`src/rtl/parity_pkg.sv`:
```
// Shared types and helpers for the parity frame accumulator: FSM state
// encoding and the counter-width function.
package parity_pkg;

    typedef enum logic [1:0] {
        ST_IDLE = 2'd0,
        ST_ACC  = 2'd1,
        ST_DONE = 2'd2
    } state_e;

    // Ceiling log2, used at elaboration time to size the word counter.
    function automatic int clog2(input int value);
        int r;
        r = 0;
        while ((1 << r) < value) begin
            r = r + 1;
        end
        return r;
    endfunction

endpackage

```
`src/rtl/parity_word_reduce.sv`:
```
// Combinational WIDTH-bit parity reduce: XOR chain across the word, inverted
// at the end when odd mode is selected.
module parity_word_reduce #(
    parameter int WIDTH = 4
) (
    input  logic [WIDTH-1:0] data,
    input  logic             mode,
    output logic             parity
);

    logic chain;

    always_comb begin
        chain = 1'b0;
        for (int i = 0; i < WIDTH; i++) begin
            chain = chain ^ data[i];
        end
        parity = chain ^ mode;
    end

endmodule

```
`src/rtl/parity_frame_accumulator.sv`:
```
// Streaming column-XOR accumulator: folds up to DEPTH words per frame and
// presents the folded word, its parity and the word count on a valid/ready port.
module parity_frame_accumulator
    import parity_pkg::*;
#(
    parameter  int WIDTH = 4,
    parameter  int DEPTH = 4,
    localparam int CNT_W = clog2(DEPTH + 1)
) (
    input  logic             clk,
    input  logic             rst,
    input  logic             odd,
    input  logic             flush,
    input  logic             in_valid,
    output logic             in_ready,
    input  logic [WIDTH-1:0] in_data,
    output logic             out_valid,
    input  logic             out_ready,
    output logic [WIDTH-1:0] out_word,
    output logic             out_parity,
    output logic [CNT_W-1:0] out_count,
    output logic [1:0]       dbg_state
);

    // Handshakes: a transfer happens on a rising edge where valid and ready
    // are both high; ready never depends on the partner's valid.

    localparam logic [CNT_W-1:0] FULL_COUNT = CNT_W'(DEPTH);

    state_e             state_q, state_d;
    logic [WIDTH-1:0]   acc_q, acc_d;
    logic [CNT_W-1:0]   count_q, count_d;
    logic               mode_q, mode_d;
    logic [WIDTH-1:0]   out_word_q, out_word_d;
    logic               out_parity_q, out_parity_d;
    logic [CNT_W-1:0]   out_count_q, out_count_d;

    logic               accept;
    logic               close;
    logic [CNT_W-1:0]   count_inc;
    logic               parity_next;

    assign in_ready  = (state_q != ST_DONE);
    assign out_valid = (state_q == ST_DONE);
    assign accept    = in_valid && in_ready;
    assign count_inc = count_q + CNT_W'(1);

    always_comb begin
        state_d = state_q;
        acc_d   = acc_q;
        count_d = count_q;
        mode_d  = mode_q;
        close   = 1'b0;
        unique case (state_q)
            ST_IDLE: begin
                if (accept) begin
                    acc_d   = in_data;
                    count_d = CNT_W'(1);
                    mode_d  = odd;
                    close   = flush || (CNT_W'(1) == FULL_COUNT);
                    state_d = close ? ST_DONE : ST_ACC;
                end
            end
            ST_ACC: begin
                if (accept) begin
                    acc_d   = acc_q ^ in_data;
                    count_d = count_inc;
                    close   = flush || (count_inc == FULL_COUNT);
                    state_d = close ? ST_DONE : ST_ACC;
                end else if (flush) begin
                    close   = 1'b1;
                    state_d = ST_DONE;
                end
            end
            ST_DONE: begin
                if (out_ready) begin
                    state_d = ST_IDLE;
                    acc_d   = '0;
                    count_d = '0;
                end
            end
            default: begin
                state_d = ST_IDLE;
                acc_d   = '0;
                count_d = '0;
            end
        endcase
    end

    // Parity is taken from the value about to be latched, so the result
    // registers are complete on the same edge that closes the frame.
    parity_word_reduce #(
        .WIDTH (WIDTH)
    ) u_reduce (
        .data   (acc_d),
        .mode   (mode_d),
        .parity (parity_next)
    );

    always_comb begin
        out_word_d   = out_word_q;
        out_parity_d = out_parity_q;
        out_count_d  = out_count_q;
        if (close) begin
            out_word_d   = acc_d;
            out_parity_d = parity_next;
            out_count_d  = count_d;
        end
    end

    always_ff @(posedge clk or posedge rst) begin
        if (rst) begin
            state_q      <= ST_IDLE;
            acc_q        <= '0;
            count_q      <= '0;
            mode_q       <= 1'b0;
            out_word_q   <= '0;
            out_parity_q <= 1'b0;
            out_count_q  <= '0;
        end else begin
            state_q      <= state_d;
            acc_q        <= acc_d;
            count_q      <= count_d;
            mode_q       <= mode_d;
            out_word_q   <= out_word_d;
            out_parity_q <= out_parity_d;
            out_count_q  <= out_count_d;
        end
    end

    assign out_word   = out_word_q;
    assign out_parity = out_parity_q;
    assign out_count  = out_count_q;
    assign dbg_state  = state_q;

endmodule

```
`config.mk`:
```
export PLATFORM = sky130hd
export DESIGN_NAME = parity_frame_accumulator
export DESIGN_NICKNAME = d
export VERILOG_FILES = /design/src/rtl/parity_pkg.sv /design/src/rtl/parity_word_reduce.sv /design/src/rtl/parity_frame_accumulator.sv
export SDC_FILE = /design/constraint.sdc
export NUM_CORES = 1
export LEC_CHECK = 0
export ABC_AREA = 1
export BUFFER_PORTS_ARGS = -buffer_cell sky130_fd_sc_hd__buf_2
export CAP_MARGIN = 20
export CORE_ASPECT_RATIO = 1.75
export CORE_UTILIZATION = 40
export DETAILED_ROUTE_END_ITERATION = 16
export GPL_TIMING_DRIVEN = 0
export PLACE_DENSITY = 0.72
export RECOVER_POWER = 25
export SETUP_SLACK_MARGIN = 0.2
export SLEW_MARGIN = 25
export SYNTH_ARGS = -nofsm -noshare
export SYNTH_HDL_FRONTEND = slang
export SYNTH_HIERARCHICAL = 1
export SYNTH_SLANG_ARGS = --single-unit
export TNS_END_PERCENT = 5
```
`constraint.sdc`:
```
create_clock -name clk -period 1.9 [get_ports clk]
set_clock_uncertainty 0.15 [all_clocks]
set_input_delay 0.095 -clock clk [delete_from_list [all_inputs] [get_ports clk]]
set_output_delay 0.095 -clock clk [all_outputs]
set_load 0.02 [all_outputs]
```
After elaboration in Yosys (flattened, before gate mapping)
Cells that the tools add are included.

Register bits after elaboration: 18. Bits in latches: 0. Memory bits (writable): 0. Memory bits (read-only): 0. Logic and storage cells: 45. Memories: 0.

$add $sub $neg: 1. Multipliers: 0. Div/mod/pow operators: 0. Magnitude comparators: 0. Eq/ne operators: 7. Shifts and indexed selects: 0. Mux-type cells: 21. Bitwise logic cells: 5. Reductions and logical operators: 4.

Operators with widths (number): $mux 2 (6); $mux 4 (3); $pmux 4 s3 (1); $mux 3 (3); $pmux 3 s3 (1); $pmux 2 s3 (1); $mux 1 (5); $ne 2x2->1 const B (2); $xor 1x1->1 (4); $xor 4x4->4 (1); $add 3x1->3 const B (1); $eq 3x3->1 const B (1); $ne 3x3->1 const B (1); $reduce_and 3->1 (1); $eq 2x1->1 const B (1); $eq 2x2->1 const B (1); $logic_not 2->1 (1); $ne 2x1->1 const B (1); $pmux 1 s2 (1); $logic_and 1x1->1 (1); $logic_or 1x1->1 (1).

Logic depth before layout (Yosys ltp)
Gate-level depths: netlist of run 1.

Word-level depth: 8. Depth in mapped cells: 17. Depth with buffers taken out: 16.

Hierarchy
Netlist of run 1, hierarchy kept.

By module, submodules not included: parity_frame_accumulator (times used 1, cells each 122, area an instance 1024.7 µm², seq. area each 450.4 µm²); parity_word_reduce (times used 1, cells each 14, area an instance 65.1 µm², seq. area each 0.0 µm²).

Worst setup path before layout of run 1
OpenSTA, ideal clock, no wires.

Kind: register to register. Start: register state_q[1] (netlist: dbg_state[1]). End: register out_parity_q (netlist: out_parity). Setup time: 117 ps. Arrival time: 1586 ps. Required time: 1633 ps. Setup slack: 47 ps. Stages on the path, launching flop included: 13. Buffers on the path: 1. Period minus slack after synthesis: 1853 ps. Cells stage by stage: dfrtp_1 -> buf_6 -> inv_2 -> nor2_2 -> nor2_2 -> nand3_1 -> nand2_1 -> xor2_1 -> inv_1 -> nand2_1 -> nand2_1 -> nand2_1 -> nand2_1.

RTL lines: from (decl) (line parity_frame_accumulator.sv:30) `state_e state_q, state_d;`; from (signal assigned) (line parity_frame_accumulator.sv:121) `state_q <= state_d;`; $eq 2x2->1; via out_valid (line parity_frame_accumulator.sv:17) `output logic out_valid,`; $pmux 4 s3 (line parity_frame_accumulator.sv:54) `unique case (state_q)`; via acc_d[1] (line parity_frame_accumulator.sv:31) `logic [WIDTH-1:0] acc_q, acc_d;`; $xor 1x1->1 (3 in a row) (line parity_word_reduce.sv:16) `chain = chain ^ data[i];`; $xor 1x1->1 (line parity_word_reduce.sv:18) `parity = chain ^ mode;`; via parity_next (line parity_frame_accumulator.sv:41) `logic parity_next;`; to (signal assigned) (line parity_frame_accumulator.sv:126) `out_parity_q <= out_parity_d;`; to (decl) (line parity_frame_accumulator.sv:35) `logic out_parity_q, out_parity_d;`.

The timed path passes the listed nets, and every way through them passes these cells. A chain may end at the register's enable or synchronous reset.

Final worst setup path of run 1
Start: register state_q[0] (netlist: dbg_state[0]). End: register out_parity_q (netlist: out_parity).

RTL lines: $ne 2x2->1 (line parity_frame_accumulator.sv:43) `assign in_ready = (state_q != ST_DONE);`; $logic_and 1x1->1 (line parity_frame_accumulator.sv:45) `assign accept = in_valid && in_ready;`; $mux 4, on equally long branches (line parity_frame_accumulator.sv:65, parity_frame_accumulator.sv:56); $pmux 4 s3 (*) (line parity_frame_accumulator.sv:54); via acc_d[3] (line parity_frame_accumulator.sv:31); $xor 1x1->1 (*) (line parity_word_reduce.sv:16); $xor 1x1->1 (*) (line parity_word_reduce.sv:18); via parity_next (line parity_frame_accumulator.sv:41).

Mark *: on every way through the listed nets, which the timed path passes. The rest lies on a longest branch.

==> results.ini, run 1 <==
[setup_path]
critical_path_required_ns=1.90
crit_family=simple AND/OR/NAND/NOR gates
worstSetupPathType=flip-flop to flip-flop
critPathMostFrequentCell=nand2_2
critical_path_arrival_ns=1.84
cp_max_fo=7
cp-end-kind=flip-flop
path_cells=buf_8, nor2_4, nand2_2, nand2_4, inv_4, nand2_2, nand2_2, nand2_4, inv_2, nand2_2, nand2_2, nand2_2, nand2_1, nand2_1, nand2_1, nand2_1, nand2_1
max_stage_delay_ns=0.41
r2r_slack_ns=0.06
start_kind=flip-flop
cp_slowest_cell=dfrtp_2
critical_path_buf_inv_count=3

[power_and_ir_drop]
leakage_uw=0.000779
power.density_nw_per_um2=1760
peakVddDrop_mv=0.864
intPower_uw=1430
pwr-share-comb=0.639
p_seq_frac=0.246
power.total_uw=2650
power_frac_clock=0.115
power_switching_uw=1220
swShare=0.461

[run]
max-cap-violations=0

[synthesis]
syn_area_um2=1090
synth_area_per_cell_um2=8.01
synth_cell_types=26
synth_nets=149
synth_top_area_frac=0.413
syn_inst=136
synth_largest_area_cell=dfrtp_1
ys_ff_latch=18
yosysSeqAreaShare=0.413
yosysWarningCount=6
synth.area.top_cells=dfrtp_1 (41%), nand2_1 (14%), nand3_1 (8.3%), inv_1 (5.2%), ha_1 (3.4%)

[global_route]
grt_util_all_layers=0.177
grt_util_met1=0.171
grt_pass1_wl_um=4060
busiest_layer=met2
grt_pass1_vias=1004
grt_overflow_total=0
use_met3=0.0204
grt_max_degree=19
grt_antenna_before_repair=0
grtUsageMet2=0.335

[timing]
rsz0062_at_grt=true
finalSetupViolCount=0
worst_pin_slew_ns=0.664
slew_violations=0
layout_min_cycle_time_ns=1.84
fin_crit_sh=0.968
max_freq_mhz=544
hold_viol=0
setup_tns_ns=0
maxSlewHeadroom=0.557

[floorplanning]
die_y_um=71.1
io-pin-count=22
start_util=0.432
std_cell_rows=24
die_w_um=41.5
dieArea_um2=2950
coreArea_um2=2520

[clocking]
cts_tree=built
h-tree-depth=1
cts_buffers=3
cts-root-buf=clkbuf_8
clk_pin_slew_worst_paths_ns=0.07
cts_buffer_depth=2
clkSinkCount=18
clk_latency_ns=0.25

[cells_and_area]
layout-drive-gt1-share=0.383
final_area_um2=1510
fin_nets=189
area_delta_synth_final_pct=38.1
layoutNonFillerInstCount=201
antenna_cells=0
final_common_cell=nand2_1
layout_common_cells=nand2_1 (30), nand3_1 (16), dfrtp_1 (16)

[placed_design]
gp_congestion=0.803
place_inst=182
port_buffers=20
placed_area_um2=1250
place_hpwl_um=1800

[routing]
drt_iter0_markers=18
wl_um=2550
drc=0
num_vias=1007
wire_per_inst_um=12.7
drt_first_pass_iters=4
ant_nets=0
via_per_inst=5.01

[worst_hold_path]
min-delay-path-class=input port to flip-flop

[outcome]
status=completed

worst min-delay path, stage by stage:
cell     delay [ns]
buf_2          0.09
nand3_1        0.08
nand2_2        0.11
worst paths after layout:
kind | startpoint | depth (start not counted) | end
max in group asynchronous | rst | 3 | dbg_state[1]$_DFFE_PP0P_
hold / removal | in_data[2] | 3 | acc_q[2]$_DFF_PP0_
hold reg to reg | out_word[0]$_DFFE_PP0P_ | 2 | out_word[0]$_DFFE_PP0P_
setup / recovery | dbg_state[0]$_DFFE_PP0P_ | 17 | out_parity$_DFFE_PP0P_
setup reg to reg | dbg_state[0]$_DFFE_PP0P_ | 17 | out_parity$_DFFE_PP0P_
min in group asynchronous | rst | 3 | out_word[0]$_DFFE_PP0P_
cells by family after synthesis:
kind of cell / synth area share
adder cells (fa/ha/maj): 0.0344
flip-flops: 0.413
buffers and inverters: 0.0953
AO/OA/AOI/OAI: 0.0838
XOR/XNOR: 0.00804
multiplexers: 0.00919
AND/OR/NAND/NOR: 0.356
per-layer routing:
layer  vias to the layer above  part of all wire
li1                        514                 -
met1                       468              0.37
met2                        17              0.58
met3                         8             0.026
met4                         0             0.031
met5                         -                 0
stage by stage:
stage | hold WS [ns] | utilization | setup slack [ns]
final | 0.0127 | 0.597 | 0.0601
after global routing | 0.0390 | 0.597 | -0.0514
after global placement | 0.0630 | 0.494 | 0.0361
after floorplan | -0.117 | - | 0.127
after detailed placement | 0.0743 | 0.494 | -0.0152
after CTS | 0.00891 | 0.554 | 0.0709
Yosys cell counts, drive strengths merged:
| library cell | n |
|---|---|
| ha | 3 |
| dfrtp | 18 |
| nand3 | 20 |
| o21ai | 5 |
| nor2 | 7 |
| inv | 19 |
| a21oi | 6 |
| xor2 | 1 |
| nand2 | 49 |
| nand4 | 1 |
| a31oi | 1 |
| o211ai | 2 |
| buf | 3 |
| mux2i | 1 |
power groups by stage:
stage                     Clock, uW  Combinational [uW]  Sequential, uW
after global placement            0                1280             642
after CTS                       315                1470             643
after floorplan                   0                 899             758
after global routing            329                1840             678
after detailed placement          0                1310             649
final                           304                1690             651
final cells by class:
class | instances | area (um2)
fillers | 234 | 1020
repair buffers | 35 | 223
clock buffers | 4 | 55.1
inverters | 19 | 83.8
multi-input cells | 96 | 621
well taps | 26 | 32.5
plain buffers | 3 | 37.5
flip-flops and latches | 18 | 453
timing repair:
action | in CTS | in global routing
resized for setup | 5 | 17
setup buffers | 7 | 6
pin swaps | 3 | 6
hold buffers | 2 | 0
endpoints found under the hold margin | 19 | 0
endpoints found under the setup margin | 1 | 3
state kept, by name, summed over array words and instances (netlist names):
name,count
acc_q,4
dbg_state,2
mode_q,1
out_count,3
out_parity,1
count_q,3
out_word,4
Note: power is estimated with default switching activity, not from simulation.
==> inputs of run 2 (changes only) <==
CELL_PAD_IN_SITES_DETAIL_PLACEMENT = 1   (was default)
CELL_PAD_IN_SITES_GLOBAL_PLACEMENT = 1   (was default)
CORE_UTILIZATION = 39   (was 40)
PLACE_DENSITY = 0.89   (was 0.72)
REMOVE_ABC_BUFFERS = 1   (was default)
==> run 2 against run 1 <==
Against the previous run:
- the flow now finishes with violations (negative setup slack)
- largest power group unchanged
- via count is 11% higher
- largest cell class unchanged
- highest routed layer unchanged
- sequential power is 11% higher
- combinational power is 12% higher
==> results.ini, run 2 (same netlist as run 1, synthesis figures left out) <==
[outcome]
status=finished, violations left
violations=negative setup slack

[timing]
worst_pin_slew_ns=0.687
rsz0062_at_grt=true
hold_viol=0
setup_tns_ns=-0.104
finalWorstSetupSlack_ns=-0.104
slew_violations=0
layout_min_cycle_time_ns=2.00
fin_crit_sh=1.05
max_freq_mhz=499
maxSlewHeadroom=0.541
finalSetupViolCount=1

[routing]
wire_per_inst_um=20.0
num_vias=1120
wl_um=4070
drc=0
via_per_inst=5.49
drt_first_pass_iters=4
ant_nets=0
drt_iter0_markers=26

[setup_path]
cp_slowest_cell=dfrtp_2
path_cells=buf_4, a21oi_1, nand3_2, nand2_4, inv_2, nand2_4, nand2_2, nand2_2, nand2_1, nand2_1, nand2_1, nand2_1, nand2_1
critical_path_buf_inv_count=2
max_stage_delay_ns=0.50
critical_path_required_ns=1.90
crit_family=simple AND/OR/NAND/NOR gates
critPathMostFrequentCell=nand2_1
worstSetupPathType=flip-flop to flip-flop
cp-end-kind=flip-flop
critical_path_arrival_ns=2.01
start_kind=flip-flop
cp_max_fo=7

[clocking]
cts_buffer_depth=2
clk_pin_slew_worst_paths_ns=0.07
clkSinkCount=18
cts_tree=built
h-tree-depth=1
cts-root-buf=clkbuf_8
cts_buffers=3
clk_latency_ns=0.26

[floorplanning]
start_util=0.405
dieArea_um2=3020
io-pin-count=22
die_w_um=42.0
die_y_um=71.9
coreArea_um2=2690
std_cell_rows=25

[cells_and_area]
final_area_um2=1530
antenna_cells=0
fin_nets=191
n_fill_cell=332
layout-drive-gt1-share=0.429
area_delta_synth_final_pct=40.3
final_common_cell=nand2_1
layoutNonFillerInstCount=204
layout_common_cells=nand2_1 (29), dfrtp_1 (16), nand3_1 (14)

[worst_hold_path]
min-delay-path-class=input port to flip-flop

[global_route]
grt_pass1_vias=1280
grt_max_degree=19
grt_overflow_total=0
grt_util_all_layers=0.247
grt_pass1_wl_um=5570
grt_antenna_before_repair=0

[power_and_ir_drop]
peakVddDrop_mv=0.835
power.density_nw_per_um2=1910
leakage_uw=0.000799

[run]
max-cap-violations=0

[placed_design]
gp_congestion=0.804
place_hpwl_um=2210
place_inst=181
port_buffers=21
placed_area_um2=1200

==> run 2: changes by cell type in the layout (fill, tap and decap cells not counted), moves of 2 or more <==
cell	before	now
inv_6	2	0
nand3_1	16	14
buf_8	2	0
buf_6	1	3
inv_1	14	12
inv_2	2	6
buf_2	11	13
==> run 2: area by class of cell <==
| cell class | count | area [um2] | share of cell area |
|---|---|---|---|
| multi-input combinational | 96 | 647 | 0.423 |
| inverter | 19 | 73.8 | 0.0483 |
| timing repair buffer | 40 | 267 | 0.174 |
| tap | 27 | 33.8 | 0.0221 |
| clock buffer | 4 | 55.1 | 0.0360 |
| sequential | 18 | 453 | 0.296 |
==> run 2: metrics by stage <==
stage                     power [uW]  hold slack, ns  utilization  setup slack [ns]
after floorplan                 1560          -0.116            -           -0.0868
after global placement          1820          0.0633        0.446            -0.113
after detailed placement        1910          0.0905        0.446            -0.231
after CTS                       2560          0.0129        0.529            0.0743
after global routing            3090          0.0380        0.568            -0.174
final                           2920          0.0202        0.568            -0.104
==> run 2: worst min-delay path, delay by kind of cell <==
kind / cells / cell delay, ns
simple gates: 2 / 0.20
buf+inv: 1 / 0.09
==> run 2: path summary, 6_finish.rpt <==
| kind | start | endpoint | slack (ns) | cells past startpoint |
|---|---|---|---|---|
| worst max-delay path | dbg_state[0]$_DFFE_PP0P_ | out_parity$_DFFE_PP0P_ | -0.10 | 13 |
| max in group asynchronous | rst | dbg_state[0]$_DFFE_PP0P_ | 0.78 | 3 |
| worst max register to register | dbg_state[0]$_DFFE_PP0P_ | out_parity$_DFFE_PP0P_ | -0.10 | 13 |
| worst min-delay path | in_data[2] | acc_q[2]$_DFF_PP0_ | 0.02 | 3 |
| min in group asynchronous | rst | out_count[2]$_DFFE_PP0P_ | 0.34 | 3 |
| worst min register to register | out_count[1]$_DFFE_PP0P_ | out_count[1]$_DFFE_PP0P_ | 0.36 | 2 |
==> run 2: per-layer routing <==
layer / up-vias / global-route usage / wire length, um
met1: 556 / 0.215 / 1370
met2: 34 / 0.470 / 2340
met5: - / 0 / 0
li1: 514 / - / -
met3: 16 / 0.0224 / 95
met4: 0 / 0.229 / 264
==> run 2: where the power goes <==
group | internal (uW) | leakage [uW] | switching (uW) | total, uW
Sequential | 558 | 0.000232 | 162 | 720
Clock | 184 | 0.0000288 | 130 | 314
Combinational | 731 | 0.000538 | 1160 | 1890
==> run 2: timing repair <==
| action | 4_1_cts | 5_1_grt |
|---|---|---|
| buffers inserted | 12 | 5 |
| pin swaps | 6 | 14 |
| endpoints found under the setup margin | 5 | 8 |
| cloned | 0 | 0 |
| resized for setup | 15 | 19 |
| endpoints found under the hold margin | 19 | 0 |
| hold buffers | 2 | 0 |
